## config.mk

```make
export PLATFORM = sky130hd
export DESIGN_NAME = coupled_ram_arbiter
export DESIGN_NICKNAME = d
export VERILOG_FILES = /design/src/rtl/coupled_ram_arbiter.sv
export SDC_FILE = /design/constraint.sdc
export NUM_CORES = 1
export LEC_CHECK = 0
export BUFFER_PORTS_ARGS = -buffer_cell sky130_fd_sc_hd__buf_4
export CORE_UTILIZATION = 46
export DETAILED_ROUTE_END_ITERATION = 8
export GPL_TIMING_DRIVEN = 0
export MAX_ROUTING_LAYER = met4
export PLACE_DENSITY = 0.81
export SYNTH_ARGS = -nofsm -noshare
export SYNTH_HDL_FRONTEND = slang
export SYNTH_SLANG_ARGS = --single-unit
export TNS_END_PERCENT = 30
```

## constraint.sdc

```tcl
create_clock -name clk -period 3.1 [get_ports clk]
set_input_delay 0.155 -clock clk [delete_from_list [all_inputs] [get_ports clk]]
set_output_delay 0.155 -clock clk [all_outputs]
set_load 0.02 [all_outputs]
```

## src/rtl/coupled_ram_arbiter.sv

```systemverilog
// Round-robin arbiter sharing one single-port coupled RAM between the CPU (0) and NoC (1) ports.
// Define ARB_PERF_CNT_EN to add the grant/stall performance counters.
module coupled_ram_arbiter #(
    parameter int ADDR_W   = 10,
    parameter int DATA_W   = 32,
    parameter int LOCK_MAX = 4
) (
    input  logic                  clk,
    input  logic                  rst,
    input  logic [1:0]            req_valid,
    output logic [1:0]            req_ready,
    input  logic [1:0]            req_we,
    input  logic [1:0]            req_lock,
    input  logic [2*ADDR_W-1:0]   req_addr,
    input  logic [2*DATA_W-1:0]   req_wdata,
    input  logic [2*DATA_W/8-1:0] req_be,
    output logic [1:0]            resp_valid,
    input  logic [1:0]            resp_ready,
    output logic [DATA_W-1:0]     resp_rdata,
    output logic                  ram_en,
    output logic                  ram_we,
    output logic [ADDR_W-1:0]     ram_addr,
    output logic [DATA_W-1:0]     ram_wdata,
    output logic [DATA_W/8-1:0]   ram_be,
`ifdef ARB_PERF_CNT_EN
    output logic [31:0]           perf_grants0,
    output logic [31:0]           perf_grants1,
    output logic [31:0]           perf_stall1,
`endif
    input  logic [DATA_W-1:0]     ram_rdata
);

    localparam int BE_W  = DATA_W / 8;
    localparam int CNT_W = $clog2(LOCK_MAX + 1);

    typedef enum logic [1:0] {IDLE, ACCESS, CAPTURE, RESP} state_t;

    state_t              state_q, state_d;
    logic                prio_q, prio_d;
    logic                owner_q, owner_d;
    logic [CNT_W-1:0]    cnt_q, cnt_d;
    logic                gnt_q, gnt_d;
    logic                we_q, we_d;
    logic [ADDR_W-1:0]   addr_q, addr_d;
    logic [DATA_W-1:0]   wdata_q, wdata_d;
    logic [BE_W-1:0]     be_q, be_d;
    logic [DATA_W-1:0]   rdata_q, rdata_d;
    logic                win;
    logic                hs;

    always_comb begin
        state_d    = state_q;
        prio_d     = prio_q;
        owner_d    = owner_q;
        cnt_d      = cnt_q;
        gnt_d      = gnt_q;
        we_d       = we_q;
        addr_d     = addr_q;
        wdata_d    = wdata_q;
        be_d       = be_q;
        rdata_d    = rdata_q;
        req_ready  = '0;
        resp_valid = '0;
        ram_en     = 1'b0;
        ram_we     = 1'b0;
        ram_addr   = '0;
        ram_wdata  = '0;
        ram_be     = '0;
        hs         = 1'b0;
        win        = req_valid[prio_q] ? prio_q : ~prio_q;

        case (state_q)
            IDLE: begin
                // Gated by rst so every output reads 0 while reset is held.
                if (!rst && (|req_valid)) begin
                    hs             = 1'b1;
                    req_ready[win] = 1'b1;
                    gnt_d          = win;
                    we_d           = req_we[win];
                    addr_d         = win ? req_addr[2*ADDR_W-1:ADDR_W]  : req_addr[ADDR_W-1:0];
                    wdata_d        = win ? req_wdata[2*DATA_W-1:DATA_W] : req_wdata[DATA_W-1:0];
                    be_d           = win ? req_be[2*BE_W-1:BE_W]        : req_be[BE_W-1:0];
                    if (req_lock[win] && ((owner_q != win) || (cnt_q < CNT_W'(LOCK_MAX - 1)))) begin
                        prio_d  = win;
                        owner_d = win;
                        cnt_d   = (owner_q != win) ? CNT_W'(1) : cnt_q + 1'b1;
                    end else begin
                        prio_d  = ~win;
                        cnt_d   = '0;
                    end
                    state_d = ACCESS;
                end
            end
            ACCESS: begin
                ram_en    = 1'b1;
                ram_we    = we_q;
                ram_addr  = addr_q;
                ram_wdata = wdata_q;
                ram_be    = be_q;
                state_d   = CAPTURE;
            end
            CAPTURE: begin
                rdata_d = we_q ? '0 : ram_rdata;
                state_d = RESP;
            end
            RESP: begin
                resp_valid[gnt_q] = 1'b1;
                if (resp_ready[gnt_q]) begin
                    state_d = IDLE;
                end
            end
            default: state_d = IDLE;
        endcase
    end

    always_ff @(posedge clk or posedge rst) begin
        if (rst) begin
            state_q <= IDLE;
            prio_q  <= 1'b0;
            owner_q <= 1'b0;
            cnt_q   <= '0;
            gnt_q   <= 1'b0;
            we_q    <= 1'b0;
            addr_q  <= '0;
            wdata_q <= '0;
            be_q    <= '0;
            rdata_q <= '0;
        end else begin
            state_q <= state_d;
            prio_q  <= prio_d;
            owner_q <= owner_d;
            cnt_q   <= cnt_d;
            gnt_q   <= gnt_d;
            we_q    <= we_d;
            addr_q  <= addr_d;
            wdata_q <= wdata_d;
            be_q    <= be_d;
            rdata_q <= rdata_d;
        end
    end

    assign resp_rdata = rdata_q;

`ifdef ARB_PERF_CNT_EN
    logic [31:0] grants0_q, grants1_q, stall1_q;

    always_ff @(posedge clk or posedge rst) begin
        if (rst) begin
            grants0_q <= '0;
            grants1_q <= '0;
            stall1_q  <= '0;
        end else begin
            if (hs && !win) grants0_q <= grants0_q + 32'd1;
            if (hs && win)  grants1_q <= grants1_q + 32'd1;
            if (req_valid[1] && !req_ready[1]) stall1_q <= stall1_q + 32'd1;
        end
    end

    assign perf_grants0 = grants0_q;
    assign perf_grants1 = grants1_q;
    assign perf_stall1  = stall1_q;
`endif

endmodule

```

==> results.toml <==
[worst_setup_path]
start_kind = "flop"
cp_data_arrival_time_ns = 2.24
critPathKind = "flop to output port"
rr_startpoint = "state_q[0]"
cp_max_fo = 10
critPathCaptureType = "output port"
required_ns = 2.94
critical_path.startpoint = "state_q[1]"

[detailed_routing]
final_antenna_net_count = 0
first_pass_iters = 7
drc = 16
vias = 4033
drt_wl_total_mm = 12.2
dr.first_iter.drc_count = 104
post_drt_wl_per_cell_um = 15.1
post_drt_via_cell_ratio = 4.99

[outcome]
violations = "design-rule violations"
status = "finished with violations"

[global_route]
grt_pass1_wl_mm = 19.5
grt_pass1_vias = 4061
grtUsageTotal = 0.266
grt-ovfl-total = 0
antenna_found_initial = 0
grt_max_degree = 48

[placed_design]
dp_cells = 781
hpwl_mm = 9.37
port_buffers = 217
placed_area_um2 = 6080
place_ws_ns = 1.05
place_congestion = 0.799

[sta]
rsz0062_at_grt = "no"
max_freq_mhz = 417
skew_ns = 0.0175
worst-slew-pin-transition_ns = 0.545
fin_tns_setup_ns = 0
final_hold_viol_count = 0
setup_violations = 0
fin_ws_ns = 0.700
min_period_ns = 2.40
drv_slew = 0
post-route-period-util = 0.774
slew_headroom = 0.636

[clock_tree]
tritoncts = "yes"
cts_buffers = 9
cts_root_buf = "clkbuf_8"
ctsLongestPathBuffers = 2
cts_resized = 0
clock_latency_ns = 0.36
cts_sinks = 87
h-tree-depth = 3
path_clk_slew_ns = 0.10

[layout]
area.growth.synth_to_final_pct = 49.6
drive_gt1_frac = 0.366
layout.nets = 835
fin_area_um2 = 6410
num_antenna_cells = 0
fin_cells = 808

[pwr]
pwr_density_cell_nw_per_um2 = 832
power_switching_w = 0.00216
p_comb_frac = 0.487
switching_share = 0.405
power_frac_seq = 0.346
ir_drop_mv = 0.439
p_leak_nw = 3.33
cellInternalPower_w = 0.00317
clockPowerShare = 0.167

[floorplan]
num_rows = 34
core_um2 = 8850
ios = 218
die_x_um = 98.5
start_util = 0.484
die_h_um = 98.5
dieArea_um2 = 9700

[synthesis]
ys_seq_elements = 87
netlist_instances = 455
synth-edff-count = 0
yosys_most_used_dff = "dfrtp_1"
avgSynthCellArea_um2 = 9.41
syn_area_um2 = 4280
yosysWarnings = 0
ys_types = 36
async_flop_share = 1.00
syn-num-nets = 595
ys_seq_area_frac = 0.508

[hold_path]
hold_path_class = "input pin to flop"
hp-start = "ram_rdata[1]"

[flow_run]
maxCapViolations = 0
[cell usage after synthesis, types with 2 or more instances]
| master | count | area (µm²) |
|---|---|---|
| dfrtp_1 | 87 | 2180 |
| nor2_1 | 6 | 22.5 |
| o21ai_0 | 79 | 395 |
| buf_4 | 2 | 15.0 |
| nand2b_1 | 2 | 12.5 |
| nor2b_1 | 3 | 18.8 |
| nand3_1 | 2 | 10.0 |
| nor3_1 | 2 | 10.0 |
| a21oi_1 | 3 | 15.0 |
| buf_2 | 7 | 35.0 |
| o21ai_1 | 4 | 20.0 |
| inv_1 | 36 | 135 |
| and2_1 | 49 | 307 |
| mux2i_1 | 47 | 470 |
| ha_1 | 6 | 75.1 |
| nand2_1 | 85 | 319 |
| buf_6 | 4 | 45.0 |
| clkbuf_1 | 13 | 48.8 |
[worst paths after layout]
path	to	slack [ns]	depth (start not counted)
setup / recovery	ram_wdata[7]	0.70	6
min in group asynchronous	gnt_q	0.45	3
hold reg to reg	wdata_q[12]	0.48	2
hold / removal	resp_rdata[1]	0.009	3
setup reg to reg	resp_rdata[9]	1.30	6
max in group asynchronous	wdata_q[5]	2.02	4
[cell usage in the layout (no fill, tap or decap), types with 9 or more instances in the layout]
cell type / instances
dlygate4sd3_1: 11
clkbuf_8: 9
clkbuf_1: 13
inv_1: 35
mux2i_1: 47
and2_1: 49
nand2_1: 85
dfrtp_1: 87
o21ai_0: 79
buf_4: 219
[area by class of cell]
class / instances / area (µm²)
plain buffers: 27 / 149
flip-flops and latches: 87 / 2180
multi-input cells: 305 / 1820
repair buffers: 229 / 1770
clock inverters: 7 / 97.6
fillers: 669 / 2440
clock buffers: 9 / 124
inverters: 36 / 138
well taps: 108 / 135
[sequential cells by signal, summed over array words and instances, names as in the netlist]
register,count
resp_rdata,32
wdata_q,32
addr_q,10
be_q,4
cnt_q,3
state_q,2
gnt_q,1
owner_q,1
prio_q,1
we_q,1
[timing repair]
| action | 4_1_cts | 5_1_grt |
|---|---|---|
| hold buffers | 10 | 1 |
| hold endpoints to repair | 49 | 1 |
| buffers inserted | 0 | 0 |
| setup endpoints to repair | 0 | 0 |
[power by group through the flow]
stage                     clock network (W)  registers [W]  logic, W
after floorplan                           0        0.00196   0.00146
after global placement                    0        0.00184   0.00254
after detailed placement                  0        0.00187   0.00260
after CTS                          0.000898        0.00185   0.00262
after global routing               0.000948        0.00191   0.00284
final                              0.000888        0.00185   0.00260
[per-layer routing]
metal | routed length (µm) | GRT usage | vias up
met5 | 0 | - | -
met4 | 292 | 0.0930 | 0
met3 | 1010 | 0.0532 | 22
met2 | 6070 | 0.439 | 183
met1 | 4820 | 0.328 | 1865
li1 | - | - | 1963
[stage by stage]
step           hold slack [ns]  utilization  power, W
6_report               0.00878        0.724   0.00533
5_1_grt                0.00129        0.724   0.00569
4_1_cts                0.00329        0.723   0.00536
3_5_place_dp             0.260        0.687   0.00447
3_3_place_gp             0.356        0.683   0.00438
2_1_floorplan            0.272            -   0.00341
[cells by family (layout without fill, tap and decap cells)]
group	count (synthesis)	count (layout)	synth area share
AO/OA/AOI/OAI	95	95	0.119
flip-flops	87	87	0.508
buffers and inverters	63	308	0.0663
AND/OR/NAND/NOR	156	156	0.176
multiplexers	48	48	0.112
adder cells (fa/ha/maj)	6	6	0.0175
[worst max-delay path: stages (launching register included)]
cell,delay (ns)
dfrtp_1,0.42
inv_1,0.12
ha_1,0.25
clkbuf_1,0.40
clkbuf_1,0.36
and2_1,0.20
buf_4,0.15
Power figures use the tool's default switching activity.
